==> config.mk <==
export PLATFORM = sky130hd
export DESIGN_NAME = cla_nibble_seq
export DESIGN_NICKNAME = d
export VERILOG_FILES = /design/src/rtl/cla_nibble_seq.sv
export SDC_FILE = /design/constraint.sdc
export NUM_CORES = 1
export LEC_CHECK = 0
export CAP_MARGIN = 40
export CORE_MARGIN = 2
export CORE_UTILIZATION = 40
export CTS_CLUSTER_SIZE = 25
export DETAILED_ROUTE_END_ITERATION = 12
export GPL_ROUTABILITY_DRIVEN = 1
export PLACE_DENSITY = 0.65
export SYNTH_ARGS = -nofsm -noshare
export SYNTH_HDL_FRONTEND = slang
export SYNTH_SLANG_ARGS = --single-unit
==> constraint.sdc <==
create_clock -name clk -period 3.36 [get_ports clk]
set_input_delay 0.672 -clock clk [delete_from_list [all_inputs] [get_ports clk]]
set_output_delay 0.672 -clock clk [all_outputs]
set_load 0.03 [all_outputs]
==> src/rtl/cla_nibble_seq.sv <==
// cla_nibble_seq: WIDTH-bit adder built from one shared 4-bit carry-lookahead slice, one nibble per clock, LSB first.
// Define SUB_EN to add a sub port that turns the operation into a-b.
module cla_nibble_seq #(
  parameter int WIDTH = 16
) (
  input  logic             clk,
  input  logic             rst_n,
  input  logic             in_valid,
  output logic             in_ready,
  input  logic [WIDTH-1:0] a,
  input  logic [WIDTH-1:0] b,
  input  logic             cin,
`ifdef SUB_EN
  input  logic             sub,
`endif
  output logic             out_valid,
  input  logic             out_ready,
  output logic [WIDTH-1:0] sum,
  output logic             cout,
  output logic             busy
);
  localparam int NIB = WIDTH / 4;
  localparam int IW  = NIB > 1 ? $clog2(NIB) : 1;
  typedef enum logic [1:0] {IDLE, RUN, DONE} state_t;
  state_t               state_q, state_d;
  logic [NIB-1:0][3:0]  a_q, a_d, b_q, b_d, sum_q, sum_d;
  logic                 carry_q, carry_d;
  logic [IW-1:0]        idx_q, idx_d;
  logic [3:0]           an, bn, p, g, c, s_n;
  logic                 grp_g, grp_p, c_out, sub_i;
`ifdef SUB_EN
  assign sub_i = sub;
`else
  assign sub_i = 1'b0;
`endif
  assign an    = a_q[idx_q];
  assign bn    = b_q[idx_q];
  assign p     = an ^ bn;
  assign g     = an & bn;
  assign c     = {g[2] | p[2] & g[1] | p[2] & p[1] & g[0] | p[2] & p[1] & p[0] & carry_q,
                  g[1] | p[1] & g[0] | p[1] & p[0] & carry_q,
                  g[0] | p[0] & carry_q,
                  carry_q};
  assign grp_g = g[3] | p[3] & g[2] | p[3] & p[2] & g[1] | p[3] & p[2] & p[1] & g[0];
  assign grp_p = &p;
  assign c_out = grp_g | grp_p & carry_q;
  assign s_n   = p ^ c;
  assign in_ready  = state_q == IDLE;
  assign out_valid = state_q == DONE;
  assign busy      = state_q != IDLE;
  assign sum       = sum_q;
  assign cout      = carry_q;
  always_comb begin
    state_d = state_q;
    a_d     = a_q;
    b_d     = b_q;
    carry_d = carry_q;
    idx_d   = idx_q;
    sum_d   = sum_q;
    if (state_q == IDLE && in_valid) begin
      a_d     = a;
      b_d     = sub_i ? ~b : b;
      carry_d = sub_i | cin;
      idx_d   = '0;
      sum_d   = '0;
      state_d = RUN;
    end else if (state_q == RUN) begin
      sum_d[idx_q] = s_n;
      carry_d      = c_out;
      state_d      = idx_q == IW'(NIB - 1) ? DONE : RUN;
      idx_d        = idx_q == IW'(NIB - 1) ? idx_q : idx_q + 1'b1;
    end else if (state_q == DONE && out_ready) begin
      state_d = IDLE;
    end
  end
  always_ff @(posedge clk or negedge rst_n) begin
    if (!rst_n) begin
      state_q <= IDLE;
      a_q     <= '0;
      b_q     <= '0;
      carry_q <= 1'b0;
      idx_q   <= '0;
      sum_q   <= '0;
    end else begin
      state_q <= state_d;
      a_q     <= a_d;
      b_q     <= b_d;
      carry_q <= carry_d;
      idx_q   <= idx_d;
      sum_q   <= sum_d;
    end
  end
endmodule

==> run metrics <==
max_cap viols=0; syn_nets=235; largest family of logic cells by synthesized area=multiplexers; DR pass1 iterations=4; vias in the first global route=around 1600; Yosys reg bits=53; power per cell area=1070 mW/mm2; DPL Wire Length=between 3000 and 4000 um; CP Class=reg2reg; Finish-stage setup viols=0; Avg Cell Area, Syn=~13 um2; Crit. End Element=register; register area=~0.0013 mm2; Worst IR Drop VDD=roughly 510 uV; cell area after synthesis=about 0.0025 mm2; Post-CTS Hold Buffers=0; crit path DAT=roughly 2.8 ns; clock share of power=10.1%; post-synthesis simple-gate area fraction=between 6 and 7%; IO Port Bufs=56; layout cells sized above 1=20.8%; CTS tree=done; run status=finished clean; Die Area=between 0.006 and 0.007 mm2; mux share of post-synthesis cell area=21.8%; post-CTS setup buffers=0; area of the multi-input gates=roughly 0.0011 mm2; Compound-Gate Fraction of Synth Area=around 8.4%; post-layout power=~0.0034 W; Final Util=a little over half; initial core utilization=a little over two fifths; Post-route DRC=0; Iter 0 DRT Violations=66; Peak Freq=about 0.38 GHz; Max FO, Critical Path=7; WL final=4700 um; post-synthesis adder-cell area fraction=under 10%; final clock period utilization by the worst path=between 70 and 80%; Final Hold Viols=0; via count=about 1600; num ports=57; post-route insts no fill=320; first-pass GRT wire length=between 7000 and 8000 um; antenna-violating nets left=0; post-synthesis sequential area ratio=between 50 and 60%; unrepaired setup endpoints after global routing=no; CP Cell Sequence=mux4_2, ha_1, a211oi_1, o21bai_1, xnor2_1, o21ai_0; placed insts=between 300 and 400; Comb pwr share=54.7%; Hold Path Class=in2async; critical path's slowest cell=dfrtp_1; sequential share of power=a little over a third; actual slew at the worst max-slew pin=approximately 0.7 ns; setup_tns=0 ns; cell count after synthesis=~190; clk_lat worst skew=0.30 ns; vias per inst=5.05; CP top delay family=flip-flops; CTS Sinks=53; Fin Clk Skew=0.00817 ns; Critical Path RT=3.54 ns; CTS buffer count=5; routed length per instance=14.7 um; XOR/XNOR Fraction of Synth Area=1.06%; startpoint types=register; post-layout min period=between 2 and 3 ns; clk root buf=clkbuf_8; Bufs and invs on worst path=0; Sw Ratio=between 40% and 50%; P_leak=approximately 1.3 nW; critical path's largest stage delay=0.63 ns; Psw=around 0.0014 W; Synth-to-Final Area Change=28.1%; R2R Setup Slk=around 0.73 ns; Slew headroom=between 50 and 60%; Die X=between 80 and 90 um; P_int=between 0.0015 and 0.002 W; Layout fillers=551; ant diodes=0; Synth cell types=31; Std-Cell Rows=28; Core ar.=0.00596 mm2; Slew Viols, Final=0; H-tree lvl count=2; initial antenna violation count=0; largest net degree at the start of global routing=40; Die Ht=between 80 and 90 um; final global-route overflow total=0; final weighted congestion in routability-driven placement=just over 0.8; Clk pin slew, worst setup/hold paths=roughly 0.090 ns; GR Util All Layers=~15%; cts repair resizes=0; CTS Buffer Depth=2; Net count, final=291; YS warnings=0
cells by family (layout without fill, tap and decap cells):
group                    after synthesis  after routing
flip-flops                            53             53
adder cells (fa/ha/maj)               10             10
AND/OR/NAND/NOR                       33             33
AO/OA/AOI/OAI                         34             34
multiplexers                          40             40
buffers and inverters                 15             72
XOR/XNOR                               3              3
cells in the final DEF (no fill, tap or decap), types with 2 or more instances in the layout:
cell and n:
nor2_1 6, a22o_1 3, clkdlybuf4s50_1 55, clkinv_2 2
o21ai_0 13, mux2_1 4, dfrtp_1 53, buf_4 3
clkbuf_8 5, and3b_1 3, inv_1 5, mux2_2 28
nor2_2 3, nand2_1 16, a211oi_1 4, xnor2_1 2
mux4_2 8, ha_1 9, a21oi_1 9
synth_stat cells, drive strengths merged:
library cell / n / area [um2]
a211oi: 4 / 30.0
a21o: 1 / 7.51
a21oi: 9 / 45.0
a221o: 1 / 10.0
a22o: 3 / 26.3
a22oi: 1 / 7.51
a32o: 1 / 10.0
and3b: 3 / 26.3
buf: 7 / 52.5
clkbuf: 3 / 11.3
dfrtp: 53 / 1330
fa: 1 / 20.0
ha: 9 / 113
inv: 5 / 18.8
mux2: 32 / 360
mux4: 8 / 180
nand2: 16 / 60.1
nand3: 1 / 5.00
nor2: 9 / 41.3
nor2b: 1 / 6.26
nor3: 1 / 5.00
nor3b: 2 / 20.0
o21ai: 13 / 65.1
o21bai: 1 / 7.51
xnor2: 2 / 17.5
xor2: 1 / 8.76
worst register-to-register path: cells and delay by family, from the launching register on:
family,cells,cell delay (ns)
compound gates,3,0.54
fa+ha+maj,1,0.33
mux,1,0.63
xor+xnor,1,0.37
flops,1,0.63
metal layers:
| layer | vias up | track usage, % | wire, um |
|---|---|---|---|
| li1 | 791 | - | - |
| met1 | 774 | 20.6 | 2170 |
| met2 | 45 | 25.2 | 2200 |
| met3 | 7 | 3.80 | 271 |
| met4 | 0 | 4.43 | 52 |
| met5 | - | 0 | 0 |
path summary, 6_finish.rpt:
check,start,to,depth (start not counted)
worst max-delay path,idx_q[0]$_DFFE_PN0P_,sum[11]$_DFFE_PN0P_,6
worst min-delay path,rst_n,sum[13]$_DFFE_PN0P_,1
worst max register to register,idx_q[0]$_DFFE_PN0P_,sum[11]$_DFFE_PN0P_,6
worst min register to register,sum[3]$_DFFE_PN0P_,sum[3]$_DFFE_PN0P_,2
max in group asynchronous,rst_n,b_q[1]$_DFFE_PN0P_,2
min in group clk,sum[3]$_DFFE_PN0P_,sum[3]$_DFFE_PN0P_,2
cell type report:
class                   instances  area share (%)
clock inverters                 2           0.315
repair buffers                 59            18.2
clock buffers                   6            2.28
multi-input cells             120            33.9
well taps                      75            2.95
flip-flops and latches         53            41.7
inverters                       5           0.591
power groups by stage:
stage	Combinational [W]	Clock (W)	Sequential, W
after global routing	0.00206	0.000384	0.00125
after global placement	0.00185	0	0.00121
final	0.00185	0.000343	0.00120
after detailed placement	0.00188	0	0.00122
after CTS	0.00188	0.000358	0.00120
after floorplan	0.00122	0	0.00127
through the flow:
step | cell area (um2) | hold slack [ns] | setup slack [ns]
after global routing | 3180 | 0.453 | 0.502
after detailed placement | 3100 | 0.470 | 0.715
after global placement | 3100 | 0.467 | 0.759
after CTS | 3180 | 0.427 | 0.695
after floorplan | 2480 | 0.376 | 0.997
final | 3180 | 0.404 | 0.726
state kept, by name (all words and copies together), names as in the netlist:
signal   flops
a_q         16
idx_q        2
b_q         16
sum         16
cout         1
state_q      2
Note: power is estimated with default switching activity, not from simulation.
